**src/rtl/axi_stream_if.sv**
```systemverilog
`default_nettype none
// +------------------------------------------------------------------+
// | axi_stream_if : minimal AXI-stream bundle (tdata/tvalid/tready/   |
// |                 tlast) with master and slave views.               |
// | Rev 1.0                                                           |
// +------------------------------------------------------------------+
interface axi_stream_if #(
    parameter int DATA_WIDTH = 1
) ();
    logic [DATA_WIDTH-1:0] tdata;
    logic                  tvalid;
    logic                  tready;
    logic                  tlast;

    modport master (
        output tdata,
        output tvalid,
        output tlast,
        input  tready
    );

    modport slave (
        input  tdata,
        input  tvalid,
        input  tlast,
        output tready
    );
endinterface
`default_nettype wire

```
**src/rtl/cfg_bitstream_tx.sv**
```systemverilog
`default_nettype none
// +------------------------------------------------------------------+
// | cfg_bitstream_tx : serializes parallel configuration words        |
// |                    MSB-first onto an AXI-stream with frame count. |
// | Rev 1.0                                                           |
// +------------------------------------------------------------------+
module cfg_bitstream_tx #(
    parameter int WORD_WIDTH  = 8,
    parameter int DATA_WIDTH  = 1,
    parameter int COUNT_WIDTH = 16
) (
    input  wire logic                   clk,
    input  wire logic                   rst_n,
    input  wire logic                   in_valid,
    output logic                        in_ready,
    input  wire logic [WORD_WIDTH-1:0]  in_data,
    input  wire logic                   in_last,
    input  wire logic                   abort,
    axi_stream_if.master                m_bitstream,
    output logic                        busy,
    output logic [COUNT_WIDTH-1:0]      frame_beats,
    output logic                        done
);

    localparam int c_BEATS  = WORD_WIDTH / DATA_WIDTH;
    localparam int c_BIDX_W = (c_BEATS > 1) ? $clog2(c_BEATS) : 1;
    localparam logic [c_BIDX_W-1:0] c_LAST_BEAT = c_BIDX_W'(c_BEATS - 1);

    localparam logic [0:0] c_ST_IDLE = 1'b0;
    localparam logic [0:0] c_ST_SEND = 1'b1;

    logic [0:0]             r_state;
    logic [WORD_WIDTH-1:0]  r_shift;
    logic [c_BIDX_W-1:0]    r_beat;
    logic                   r_last;
    logic [COUNT_WIDTH-1:0] r_frame_beats;
    logic                   r_done;

    logic w_send;
    logic w_last_beat;
    logic w_hs;
    logic w_tlast;
    logic w_accept;

    assign w_send      = (r_state == c_ST_SEND);
    assign w_last_beat = (r_beat == c_LAST_BEAT);
    assign w_hs        = w_send && m_bitstream.tready;
    assign w_tlast     = w_send && r_last && w_last_beat;

    // A refill on the final beat keeps the stream gap-free; abort and reset block acceptance.
    assign in_ready = rst_n && !abort && (!w_send || (w_last_beat && m_bitstream.tready));
    assign w_accept = in_valid && in_ready;

    assign m_bitstream.tvalid = w_send;
    assign m_bitstream.tdata  = r_shift[WORD_WIDTH-1 -: DATA_WIDTH];
    assign m_bitstream.tlast  = w_tlast;

    assign busy        = w_send;
    assign frame_beats = r_frame_beats;
    assign done        = r_done;

    always_ff @(posedge clk) begin
        if (!rst_n || abort) begin
            r_state       <= c_ST_IDLE;
            r_shift       <= '0;
            r_beat        <= '0;
            r_last        <= 1'b0;
            r_frame_beats <= '0;
            r_done        <= 1'b0;
        end else begin
            r_done <= w_hs && w_tlast;

            if (w_hs) begin
                if (w_tlast) begin
                    r_frame_beats <= '0;
                end else if (r_frame_beats != '1) begin
                    r_frame_beats <= r_frame_beats + 1'b1;
                end
            end

            if (w_accept) begin
                r_state <= c_ST_SEND;
                r_shift <= in_data;
                r_beat  <= '0;
                r_last  <= in_last;
            end else if (w_hs) begin
                r_shift <= r_shift << DATA_WIDTH;
                if (w_last_beat) begin
                    r_state <= c_ST_IDLE;
                    r_beat  <= '0;
                    r_last  <= 1'b0;
                end else begin
                    r_beat <= r_beat + 1'b1;
                end
            end
        end
    end

endmodule
`default_nettype wire

```
**src/flat_wrapper.sv**
```systemverilog
// flat-port wrapper written by rule: the top's interface ports become plain ports
module cfg_bitstream_tx_flat 
#(
    parameter int WORD_WIDTH  = 8,
    parameter int DATA_WIDTH  = 1,
    parameter int COUNT_WIDTH = 16
)
  (clk, rst_n, in_valid, in_ready, in_data, in_last, abort, busy, frame_beats, done, m_bitstream_tdata, m_bitstream_tvalid, m_bitstream_tlast, m_bitstream_tready);
  axi_stream_if #(.DATA_WIDTH(DATA_WIDTH)) m_bitstream_i ();
  input  wire logic clk;
  input  wire logic rst_n;
  input  wire logic in_valid;
  output logic in_ready;
  input  wire logic [WORD_WIDTH-1:0] in_data;
  input  wire logic in_last;
  input  wire logic abort;
  output logic busy;
  output logic [COUNT_WIDTH-1:0] frame_beats;
  output logic done;
  output wire logic [$bits(m_bitstream_i.tdata)-1:0] m_bitstream_tdata;
  output wire logic [$bits(m_bitstream_i.tvalid)-1:0] m_bitstream_tvalid;
  output wire logic [$bits(m_bitstream_i.tlast)-1:0] m_bitstream_tlast;
  input wire logic [$bits(m_bitstream_i.tready)-1:0] m_bitstream_tready;
  assign m_bitstream_tdata = m_bitstream_i.tdata;
  assign m_bitstream_tvalid = m_bitstream_i.tvalid;
  assign m_bitstream_tlast = m_bitstream_i.tlast;
  assign m_bitstream_i.tready = m_bitstream_tready;
  cfg_bitstream_tx #(.WORD_WIDTH(WORD_WIDTH), .DATA_WIDTH(DATA_WIDTH), .COUNT_WIDTH(COUNT_WIDTH)) u_core (.clk(clk), .rst_n(rst_n), .in_valid(in_valid), .in_ready(in_ready), .in_data(in_data), .in_last(in_last), .abort(abort), .m_bitstream(m_bitstream_i), .busy(busy), .frame_beats(frame_beats), .done(done));
endmodule
```
**config.mk**
```make
export PLATFORM = sky130hd
export DESIGN_NAME = cfg_bitstream_tx_flat
export DESIGN_NICKNAME = d
export VERILOG_FILES = /design/src/rtl/axi_stream_if.sv /design/src/rtl/cfg_bitstream_tx.sv /design/src/flat_wrapper.sv
export SDC_FILE = /design/constraint.sdc
export NUM_CORES = 1
export LEC_CHECK = 0
export CORE_ASPECT_RATIO = 0.8
export CORE_UTILIZATION = 45
export DETAILED_ROUTE_END_ITERATION = 10
export DONT_BUFFER_PORTS = 1
export GPL_TIMING_DRIVEN = 0
export HOLD_SLACK_MARGIN = 0.08
export SYNTH_ARGS = -nofsm -noshare
export SYNTH_HDL_FRONTEND = slang
export SYNTH_SLANG_ARGS = --single-unit
```
**constraint.sdc**
```tcl
create_clock -name clk -period 2.7 [get_ports clk]
set_clock_uncertainty 0.15 [all_clocks]
set_input_delay 0.135 -clock clk [delete_from_list [all_inputs] [get_ports clk]]
set_output_delay 0.135 -clock clk [all_outputs]
set_load 0.01 [all_outputs]
```
; Yosys cells after proc, flatten, opt, wreduce, memory -nomap -nowiden
; Index checks and enable logic that the tools add are counted.
[totals]
output_inout_bits = 22
inputBits = 14
ff_bits = 30
[op_classes]
add_sub_neg = 2
n_reduce_logical = 19
muxes = 9
n_eq_ne = 2
[ops]
columns = cell, n
row1 = 2-to-1 mux 16 bit, 2
row2 = "adder 16 x 1 -> 16 bit, second input constant", 1
row3 = 2-to-1 mux 8 bit, 2
row4 = "inequality test 16 bit, second input constant", 1
row5 = logical AND 1 bit, 8
row6 = nonzero test 2 bit, 3
row7 = 2-to-1 mux 1 bit, 4
row8 = AND reduction 2 bit, 2
row9 = "adder 3 x 1 -> 3 bit, second input constant", 1
row10 = "equality test 3 bit, second input constant", 1
row11 = zero test 1 bit, 3
row12 = 2-to-1 mux 3 bit, 1
row13 = logical OR 1 bit, 2
row14 = OR reduction 2 bit, 1

; Logic depth before layout (Yosys ltp)
[logic_depth]
ltp_word = 7
ltp_mapped = 9

; Worst setup path before layout
; No wires, ideal clock.
[synth_timing]
path_type = register -> register
start = register u_core.r_frame_beats[0], in the netlist u_core.frame_beats[0]
end = register u_core.r_frame_beats[3], in the netlist u_core.frame_beats[3]
synth_period_minus_slack_ns = 2.138
path_stages_with_launch = 7
arrival_ns = 1.872
slack_ns = 0.562
cell_sequence = dfxtp_1 -> ha_1 -> nand4_2 -> or4_4 -> nand3_1 -> o41ai_1 -> a31o_2
[synth_via]
elab_chain_cells = 3
[synth_rtl]
columns = element, line_no
row1 = from (decl), cfg_bitstream_tx.sv:36  ; logic [COUNT_WIDTH-1:0] r_frame_beats;
row2 = from (signal assigned), cfg_bitstream_tx.sv:77  ; r_frame_beats <= r_frame_beats + 1'b1;
row3 = adder 16 x 1 -> 16 bit or inequality test 16 bit (tied branches), "cfg_bitstream_tx.sv:77, cfg_bitstream_tx.sv:76"
row4 = 2-to-1 mux 16 bit or nonzero test 2 bit (tied branches), --
row5 = 2-to-1 mux 16 bit or AND reduction 2 bit (tied branches), --
; Several ways; a longest one is shown, not always the timed one. The select of a mux whose other input is x is not followed.
; A chain may end at the register's enable or synchronous reset.

; Final worst setup path
[layout_timing]
start = register u_core.r_beat[0]
end = register u_core.r_frame_beats[14], in the netlist u_core.frame_beats[14]
[layout_via]
elab_chain_cells = 4
[layout_rtl]
columns = element, line_no
row1 = from (decl), cfg_bitstream_tx.sv:34  ; logic [c_BIDX_W-1:0] r_beat;
row2 = from (signal assigned), cfg_bitstream_tx.sv:93  ; r_beat <= r_beat + 1'b1;
row3 = equality test 3 bit (*), cfg_bitstream_tx.sv:46  ; assign w_last_beat = (r_beat == c_LAST_BEAT);
row4 = logical AND 1 bit (*), cfg_bitstream_tx.sv:48  ; assign w_tlast = w_send && r_last && w_last_beat;
row5 = nonzero test 2 bit (no line), --
row6 = AND reduction 2 bit (no line), --
; Mark *: on every way between the ends. The rest lies on a longest branch, timed or not.

==> run summary <==
Netlist cell types = 34
RePlAce Congestion = 0.8468
Lkg Pwr = 0.0005673 µW
DRC = 0
relative slew slack = 62.78%
1st-iter DRT viols = 89
H-Tree Depth = 2
#FFs+latches synth = 30
Final Cycle Share = 91.56%
share of the core filled with cells = 56.91%
Fillers = 306
GR Util All Layers = 26.38%
Antenna Diode Count = 0
area of the core = 3131 µm²
HPWL Detailed = 2919 µm
starting density of the core = 48.20%
RSZ-0062 raised after global routing = no
number of buffers created by CTS = 5
switching share of power = 24.13%
Post-Route WL = 4300 µm
Post-DP Area = 1559 µm²
Combinational Power Share = 6.1%
Port Buffers = 0
Fmax = 0.4045 GHz
initial antenna violation count = 0
vias per inst = 6.123
Die Y = 53.80 µm
Pint = 673.2 µW
commonest non-fill, non-tap cell in the layout = dfxtp_1
Synth area leader = dfxtp_1
net switching power figure = 214.1 µW
die area = 3590 µm²
run status = complete, no violations
CTS tree = yes
Die W = 66.74 µm
hold slack = 79.15 ps
Post-Syn Instances = 199
critical path required time = 2780 ps
Worst setup SP type = flip-flop
sequential fraction of design power = 50.8%
mapped cell area = 1509 µm²
M1 GR Usage = 34.27%
GRT Max-Usage Layer = met2
MaxCap Viol Count = 0
Area growth syn-to-layout = 18.08%
Worst-Margin Slew = 558.4 ps
final setup vio count = 0
CTS root buf = clkbuf_8
critical setup path kind = reg2reg
final instance area = 1782 µm²
nets@finish = 236
Max Buffers Root-to-Sink = 2
CTS sink count = 30
average cell area after synthesis = 7.583 µm²
final max-slew violation count = 0
ratio of cells with drive above 1 in the final layout = 7.273%
met2 global-route usage = 40.40%
Pre-antenna DRT Iters = 4
Crit Path Max Fanout = 10
most frequent cells in the layout = dfxtp_1, nand2_1, nand3_1, nor2_1, a21oi_1
Fin. Hold Viols = 0
vias in the first global route = 1413
Ys Warns = 0
Yosys top cell area share = 39.80%
hold crit path type = in2reg
ranking of synthesized cells by area = dfxtp_1, nand3_1, nand2_1
Clk pin slew, worst setup/hold paths = 60 ps
total number of vias = 1592
GRT Residual Overflow = 0
crit path time final = 2472 ps
crit end category = flip-flop
TNS Setup = 0 ps
met3 Track Usage GR = 8.051%
later-pin clock latency in the skew report = 290 ps
antenna-violating nets left = 0
peak supply drop = 408.4 µV
largest net degree at the start of global routing = 11
drt wl/cell = 16.54 µm
synthesized net count = 216
WP data arrival = 2550 ps
Power Dens Cells = 498.1 nW/µm²
first-pass GRT wire length = 6789 µm
number of setup buffers added after CTS = 0
Rows = 18
Clock Power Share = 43.2%
sequential share of the synthesized area = 39.80%
I/O pin total = 36
==> per-layer routing <==
metal / wire [µm] / vias to the layer above
li1: - / 775
met1: 1929 / 734
met2: 1837 / 78
met3: 480 / 5
met4: 51 / 0
met5: 0 / -
==> registers in the layout (all words and copies together), names as in the netlist <==
register,count
u_core.r_beat,3
u_core.r_shift,8
u_core.frame_beats,16
u_core.done,1
u_core.r_last,1
u_core.busy,1
==> power by group through the flow <==
stage                     clock (µW)  combinational (µW)  sequential (µW)
final                            383                53.7              451
after global routing             402                59.6              451
after CTS                        388                53.5              451
after detailed placement           0                38.3              461
after global placement             0                37.1              460
after floorplan                    0                27.4              460
==> stage by stage <==
stage,setup slack (ps),power [µW],instances
CTS,220.7,891.7,260
finish,227.9,887.4,260
floorplan,562.0,487.2,199
detailed placement,237.9,498.9,239
global placement,240.5,497.6,239
global route,19.87,912.7,260
==> final timing paths <==
| kind | from | endpoint | slack (ps) | depth (start not counted) |
|---|---|---|---|---|
| min reg2reg | u_core.r_beat[1]$_SDFFE_PP0P_ | u_core.r_beat[1]$_SDFFE_PP0P_ | 320 | 2 |
| max | u_core.r_beat[0]$_SDFFE_PP0P_ | u_core.frame_beats[14]$_SDFFE_PP0P_ | 230 | 7 |
| min | in_valid | u_core.r_shift[6]$_SDFFE_PP0P_ | 80 | 3 |
| max reg2reg | u_core.r_beat[0]$_SDFFE_PP0P_ | u_core.frame_beats[14]$_SDFFE_PP0P_ | 230 | 7 |
==> logic make-up (layout without fill, tap and decap cells) <==
kind of cell | after synthesis | in the layout | share of synthesized area, %
AO/OA/AOI/OAI | 45 | 45 | 18.82
adder cells (fa/ha/maj) | 3 | 3 | 2.488
buffers and inverters | 16 | 37 | 4.726
flip-flops | 30 | 30 | 39.80
AND/OR/NAND/NOR | 105 | 105 | 34.16
==> Yosys cell counts <==
cell	number
a22oi_1	1
and2_0	1
nand4_2	1
buf_4	1
nor2_1	21
a21boi_0	1
inv_1	4
clkbuf_1	10
a21oi_2	1
nor3_1	7
a211oi_1	1
nand4_1	9
nand2b_1	1
a31oi_1	2
or4_4	1
o31ai_1	2
dfxtp_1	30
buf_6	1
o211ai_1	1
nand3b_1	1
or4_1	5
nand3_1	23
o21ai_1	1
a31o_2	1
a311oi_1	7
nor2b_1	1
nor4_1	4
a21oi_1	18
o21ai_2	1
o21ai_0	7
or3b_2	1
nand2_1	29
ha_1	3
o41ai_1	1
==> timing repair <==
action                                  in CTS  in global routing
endpoints found under the setup margin       0                  3
gates resized for setup                      0                  2
hold endpoints to repair                    15                  0
hold buffers                                13                  0
==> area by class of cell <==
cell class	count	area [µm²]	area share, %
Buffer	12	57.56	3.230
Multi-Input combinational cell	153	837.1	46.98
Inverter	4	15.01	0.8427
Timing Repair Buffer	13	130.1	7.303
Clock buffer	7	86.33	4.846
Sequential cell	30	600.6	33.71
Clock inverter	1	5.005	0.2809
Tap cell	40	50.05	2.809
==> worst max-delay path, stage by stage, from the launching register on <==
cell and delay, ps:
dfxtp_1 330, ha_1 210, ha_1 250, nand3_1 130, clkbuf_1 420, nand2_1 300, or4_1 540, nand3_1 80
Note: power is estimated with default switching activity, not from simulation.
